**src/rtl/mem_bus_arbiter_if.sv**
```systemverilog
// rtl/mem_bus_arbiter_if.sv - CPU, DMA and memory bus bundle for the memory arbiter
interface mem_bus_arbiter_if #(
  parameter int ADDR_W = 16,
  parameter int DATA_W = 8
);
  logic [ADDR_W-1:0] cpu_address;
  logic [DATA_W-1:0] cpu_data_out;
  logic              cpu_READ_write;
  logic [DATA_W-1:0] cpu_data_in;
  logic              cpu_rdy;

  logic              dma_req;
  logic [ADDR_W-1:0] dma_address;
  logic [DATA_W-1:0] dma_wdata;
  logic              dma_we;
  logic              dma_ack;
  logic [DATA_W-1:0] dma_rdata;

  logic [ADDR_W-1:0] mem_address;
  logic [DATA_W-1:0] mem_data_in;
  logic              mem_wrt_en;
  logic [DATA_W-1:0] mem_data_out;

  // Arbiter side: drives the memory port and the CPU/DMA responses
  modport master (
    input  cpu_address, cpu_data_out, cpu_READ_write,
    output cpu_data_in, cpu_rdy,
    input  dma_req, dma_address, dma_wdata, dma_we,
    output dma_ack, dma_rdata,
    output mem_address, mem_data_in, mem_wrt_en,
    input  mem_data_out
  );

  // Environment side: CPU core, DMA master and memory block
  modport slave (
    output cpu_address, cpu_data_out, cpu_READ_write,
    input  cpu_data_in, cpu_rdy,
    output dma_req, dma_address, dma_wdata, dma_we,
    input  dma_ack, dma_rdata,
    input  mem_address, mem_data_in, mem_wrt_en,
    output mem_data_out
  );
endinterface

```
**src/rtl/mem_bus_arbiter.sv**
```systemverilog
// rtl/mem_bus_arbiter.sv - fixed-priority CPU/DMA memory arbiter with DMA burst limit
module mem_bus_arbiter #(
  parameter int ADDR_W    = 16,
  parameter int DATA_W    = 8,
  parameter int MAX_BURST = 4
) (
  input  logic               clk,
  input  logic               reset,
  mem_bus_arbiter_if.master  bus
);
  localparam int CNT_W = $clog2(MAX_BURST + 1);
  localparam logic [CNT_W-1:0] LAST_CNT = CNT_W'(MAX_BURST - 1);

  typedef enum logic [1:0] {
    CPU_OWN   = 2'd0,
    DMA_BURST = 2'd1,
    HANDBACK  = 2'd2
  } state_t;

  state_t           state;
  logic [CNT_W-1:0] count;
  // Registered decode of state==DMA_BURST, kept in lockstep with state
  logic             dma_own;

  logic [ADDR_W-1:0] addr_mux;
  logic [DATA_W-1:0] wdata_mux;
  logic              we_mux;

  always_ff @(posedge clk) begin
    if (reset) begin
      state   <= CPU_OWN;
      count   <= '0;
      dma_own <= 1'b0;
    end else begin
      case (state)
        CPU_OWN: begin
          count <= '0;
          if (bus.dma_req) begin
            state   <= DMA_BURST;
            dma_own <= 1'b1;
          end else begin
            state   <= CPU_OWN;
            dma_own <= 1'b0;
          end
        end
        DMA_BURST: begin
          if (bus.dma_req) begin
            if (count == LAST_CNT) begin
              state   <= HANDBACK;
              count   <= '0;
              dma_own <= 1'b0;
            end else begin
              state   <= DMA_BURST;
              count   <= count + 1'b1;
              dma_own <= 1'b1;
            end
          end else begin
            state   <= CPU_OWN;
            count   <= '0;
            dma_own <= 1'b0;
          end
        end
        HANDBACK: begin
          count <= '0;
          if (bus.dma_req) begin
            state   <= DMA_BURST;
            dma_own <= 1'b1;
          end else begin
            state   <= CPU_OWN;
            dma_own <= 1'b0;
          end
        end
        default: begin
          state   <= CPU_OWN;
          count   <= '0;
          dma_own <= 1'b0;
        end
      endcase
    end
  end

  always_comb begin
    addr_mux  = bus.cpu_address;
    wdata_mux = bus.cpu_data_out;
    we_mux    = bus.cpu_READ_write;
    if (dma_own) begin
      // CPU write strobe is dropped here; the CPU holds it until cpu_rdy returns
      addr_mux  = bus.dma_address;
      wdata_mux = bus.dma_wdata;
      we_mux    = bus.dma_we & bus.dma_req;
    end
  end

  assign bus.mem_address = addr_mux;
  assign bus.mem_data_in = wdata_mux;
  assign bus.mem_wrt_en  = we_mux;
  assign bus.cpu_rdy     = ~dma_own;
  assign bus.dma_ack     = dma_own & bus.dma_req;
  assign bus.cpu_data_in = bus.mem_data_out;
  assign bus.dma_rdata   = bus.mem_data_out;
endmodule

```
**src/flat_wrapper.sv**
```systemverilog
// flat-port wrapper written by rule: the top's interface ports become plain ports
module mem_bus_arbiter_flat 
#(
  parameter int ADDR_W    = 16,
  parameter int DATA_W    = 8,
  parameter int MAX_BURST = 4
)
  (clk, reset, bus_cpu_address, bus_cpu_data_out, bus_cpu_READ_write, bus_cpu_data_in, bus_cpu_rdy, bus_dma_req, bus_dma_address, bus_dma_wdata, bus_dma_we, bus_dma_ack, bus_dma_rdata, bus_mem_address, bus_mem_data_in, bus_mem_wrt_en, bus_mem_data_out);
  mem_bus_arbiter_if #(.ADDR_W(ADDR_W), .DATA_W(DATA_W)) bus_i ();
  input  logic clk;
  input  logic reset;
  input wire logic [$bits(bus_i.cpu_address)-1:0] bus_cpu_address;
  input wire logic [$bits(bus_i.cpu_data_out)-1:0] bus_cpu_data_out;
  input wire logic [$bits(bus_i.cpu_READ_write)-1:0] bus_cpu_READ_write;
  output wire logic [$bits(bus_i.cpu_data_in)-1:0] bus_cpu_data_in;
  output wire logic [$bits(bus_i.cpu_rdy)-1:0] bus_cpu_rdy;
  input wire logic [$bits(bus_i.dma_req)-1:0] bus_dma_req;
  input wire logic [$bits(bus_i.dma_address)-1:0] bus_dma_address;
  input wire logic [$bits(bus_i.dma_wdata)-1:0] bus_dma_wdata;
  input wire logic [$bits(bus_i.dma_we)-1:0] bus_dma_we;
  output wire logic [$bits(bus_i.dma_ack)-1:0] bus_dma_ack;
  output wire logic [$bits(bus_i.dma_rdata)-1:0] bus_dma_rdata;
  output wire logic [$bits(bus_i.mem_address)-1:0] bus_mem_address;
  output wire logic [$bits(bus_i.mem_data_in)-1:0] bus_mem_data_in;
  output wire logic [$bits(bus_i.mem_wrt_en)-1:0] bus_mem_wrt_en;
  input wire logic [$bits(bus_i.mem_data_out)-1:0] bus_mem_data_out;
  assign bus_i.cpu_address = bus_cpu_address;
  assign bus_i.cpu_data_out = bus_cpu_data_out;
  assign bus_i.cpu_READ_write = bus_cpu_READ_write;
  assign bus_cpu_data_in = bus_i.cpu_data_in;
  assign bus_cpu_rdy = bus_i.cpu_rdy;
  assign bus_i.dma_req = bus_dma_req;
  assign bus_i.dma_address = bus_dma_address;
  assign bus_i.dma_wdata = bus_dma_wdata;
  assign bus_i.dma_we = bus_dma_we;
  assign bus_dma_ack = bus_i.dma_ack;
  assign bus_dma_rdata = bus_i.dma_rdata;
  assign bus_mem_address = bus_i.mem_address;
  assign bus_mem_data_in = bus_i.mem_data_in;
  assign bus_mem_wrt_en = bus_i.mem_wrt_en;
  assign bus_i.mem_data_out = bus_mem_data_out;
  mem_bus_arbiter #(.ADDR_W(ADDR_W), .DATA_W(DATA_W), .MAX_BURST(MAX_BURST)) u_core (.clk(clk), .reset(reset), .bus(bus_i));
endmodule
```
**config.mk**
```make
export PLATFORM = sky130hd
export DESIGN_NAME = mem_bus_arbiter_flat
export DESIGN_NICKNAME = d
export VERILOG_FILES = /design/src/rtl/mem_bus_arbiter_if.sv /design/src/rtl/mem_bus_arbiter.sv /design/src/flat_wrapper.sv
export SDC_FILE = /design/constraint.sdc
export NUM_CORES = 1
export LEC_CHECK = 0
export BUFFER_PORTS_ARGS = -buffer_cell sky130_fd_sc_hd__buf_2
export CORE_MARGIN = 1.5
export CORE_UTILIZATION = 32
export DETAILED_ROUTE_END_ITERATION = 6
export GPL_ROUTABILITY_DRIVEN = 0
export PLACE_DENSITY = 0.85
export REMOVE_ABC_BUFFERS = 1
export SLEW_MARGIN = 0
export SYNTH_ARGS = -nofsm -noshare
export SYNTH_HDL_FRONTEND = slang
export SYNTH_SLANG_ARGS = --single-unit
```
**constraint.sdc**
```tcl
create_clock -name clk -period 2.55 [get_ports clk]
set_clock_uncertainty 0.2 [all_clocks]
set_input_delay 0.1275 -clock clk [delete_from_list [all_inputs] [get_ports clk]]
set_output_delay 0.1275 -clock clk [all_outputs]
set_load 0.01 [all_outputs]
```
==> impl_metrics.json <==
{
  "antenna_cells": 0,
  "final_common_cell": "buf_2",
  "fin_tns_setup_ps": 0,
  "grt_pass1_vias": 662,
  "fin_area_um2": 1040,
  "max_clock_freq_ghz": 0.485,
  "rsz0062_at_grt": "false",
  "wirelength_um": 2310,
  "clk_path_buf_depth": 2,
  "placed_area_um2": 995,
  "hold_buffers": 2,
  "grt-ovfl-total": 0,
  "crit_slowest_cell": "dfxtp_1",
  "cts_setup_buffers": 0,
  "wl_per_cell_um": 14.8,
  "dpl.hpwl_um": 2010,
  "nNetsFinal": 193,
  "path_class": "reg -> reg",
  "core_area_um2": 2040,
  "endpoint_kind": "flop",
  "min_period_ps": 2060,
  "boundaryPins": 104,
  "reg2regPathDepth": 4,
  "crit_chain": "buf_12 > o21ai_0 > and3b_1 > dlygate4sd3_1",
  "worstMarginPinSlew_ps": 537,
  "cp.required_ps": 2470,
  "cts-root-buf": "clkbuf_4",
  "reg2reg_to": "u_core.dma_own",
  "synth.distinct_cells": 17,
  "clkPwrFrac": 0.271,
  "insertion_delay_ps": 240,
  "fp-row-count": 16,
  "route.detailed.drc": 0,
  "die_y_um": 50.3,
  "powerDensity_nw_per_um2": 312,
  "intPower_uw": 235,
  "antenna_found_initial": 0,
  "fin_hold_ws_ps": 30.0,
  "cts_max_level": 1,
  "crit_buf_inv": 2,
  "arrival_ps": 1990,
  "syn_to_final_growth_pct": 45.2,
  "first_pass_iters": 4,
  "combPwrFrac": 0.471,
  "switching_share": 0.275,
  "drv_slew": 0,
  "ys_ff_latch": 5,
  "place_ws_ps": 844,
  "max-vdd-ir-drop_v": 0.000317,
  "setup-violations-final": 0,
  "grt_pass1_wl_um": 3240,
  "syn_area_um2": 717,
  "cp-start-kind": "flop",
  "cts_made_buffers": 3,
  "status": "completed",
  "synth_area_per_cell_um2": 11.6,
  "cp_max_fo": 21,
  "switchingPower_uw": 89.5,
  "setup_slack_ps": 488,
  "layout-drive-gt1-share": 0.853,
  "numPortBuffers": 79,
  "post-route-period-util": 0.809,
  "dieArea_um2": 2530,
  "worst-r2r-setup-slack_ps": 490,
  "drtIter0Drc": 6,
  "initial_core_util": 0.351,
  "critPathMaxStageDelay_ps": 650,
  "regToRegStartpoint": "u_core.dma_own",
  "yosysSeqAreaShare": 0.140,
  "ant_nets": 0,
  "cp_top_family": "buffers and inverters",
  "cts.sinks": 5,
  "min-delay-start": "bus_dma_req",
  "hold_depth": 3,
  "nFillCells": 196,
  "avgViaCountPerCell": 4.44,
  "grt_use_total": 0.175,
  "hold_class": "in -> reg",
  "clkSlewWorstSetupHoldPaths_ps": 40,
  "synthCells": 62,
  "grt_max_degree": 22,
  "via_count": 692,
  "final_cell_mix": "79 x buf_2, 18 x mux2_4, 6 x mux2_2",
  "tritoncts": "done",
  "whs_endpoint": "u_core.count[2]",
  "hold_viol": 0,
  "ys_warn_count": 0,
  "cts_resized": 0,
  "maxCapViolCount": 0,
  "p_seq_frac": 0.258,
  "leakagePower_uw": 0.000583,
  "slew_headroom": 0.642,
  "die_x_um": 50.3
}
flip-flops by register name, summed over array words and instances (netlist names):
register	count
u_core.state	1
u_core.count	3
u_core.dma_own	1
per-layer routing:
layer,track usage,routed length [um],up-vias
li1,-,-,336
met5,0,0,-
met1,0.132,649,296
met3,0.116,399,0
met4,0.0270,0,0
met2,0.357,1260,60
power by group through the flow:
stage	logic [uW]	registers [uW]	clock network [uW]
after floorplan	71.4	89.6	0
after global placement	148	84.6	0
after detailed placement	151	85.1	0
after CTS	154	83.7	92.4
after global routing	164	83.8	97.9
final	153	83.8	88.1
cell usage after synthesis, drive strengths merged:
| master | count | area (um2) |
|---|---|---|
| a22o | 1 | 8.76 |
| and2 | 1 | 6.26 |
| and3b | 1 | 8.76 |
| buf | 19 | 171 |
| dfxtp | 5 | 100 |
| ha | 2 | 25.0 |
| inv | 3 | 11.3 |
| mux2 | 24 | 338 |
| nand4bb | 1 | 16.3 |
| nor2 | 1 | 3.75 |
| nor3 | 2 | 10.0 |
| nor3b | 1 | 12.5 |
| o21ai | 1 | 5.00 |
stage by stage:
stage / cells / util / power, uW
detailed placement: 150 / 0.487 / 236
finish: 156 / 0.510 / 325
CTS: 156 / 0.510 / 331
floorplan: 43 / - / 161
global route: 156 / 0.510 / 345
global placement: 150 / 0.487 / 232
worst max path at each step:
| stage | startpoint | cells past startpoint | end | slack (ps) |
|---|---|---|---|---|
| 6_report | u_core.dma_own | 4 | u_core.dma_own | 490 |
| 5_1_grt | u_core.dma_own | 4 | u_core.dma_own | 410 |
| 4_1_cts | u_core.dma_own | 4 | u_core.dma_own | 480 |
| 3_5_place_dp | u_core.dma_own | 3 | bus_mem_address[11] | 840 |
| 3_3_place_gp | u_core.dma_own | 3 | bus_mem_address[12] | 910 |
| 2_1_floorplan | u_core.dma_own | 2 | bus_mem_wrt_en | 610 |
cell families (layout without fill, tap and decap cells):
family | count (synthesis) | after routing | share of synthesized area
mux | 24 | 24 | 0.471
buf+inv | 22 | 89 | 0.255
simple gates | 7 | 7 | 0.0803
flops | 5 | 5 | 0.140
fa+ha+maj | 2 | 2 | 0.0349
compound gates | 2 | 2 | 0.0192
worst register-to-register path: stages (launching register included):
cell and delay (ps):
dfxtp_1 650, buf_12 260, o21ai_0 130, and3b_1 180, dlygate4sd3_1 540
area by class of cell:
cell class,instances,area [um2],share of cell area
clock buffers,4,26.3,0.0252
inverters,3,11.3,0.0108
flip-flops and latches,5,100,0.0962
multi-input cells,35,434,0.417
repair buffers,82,435,0.418
well taps,27,33.8,0.0325
(Power assumes the default switching activity.)
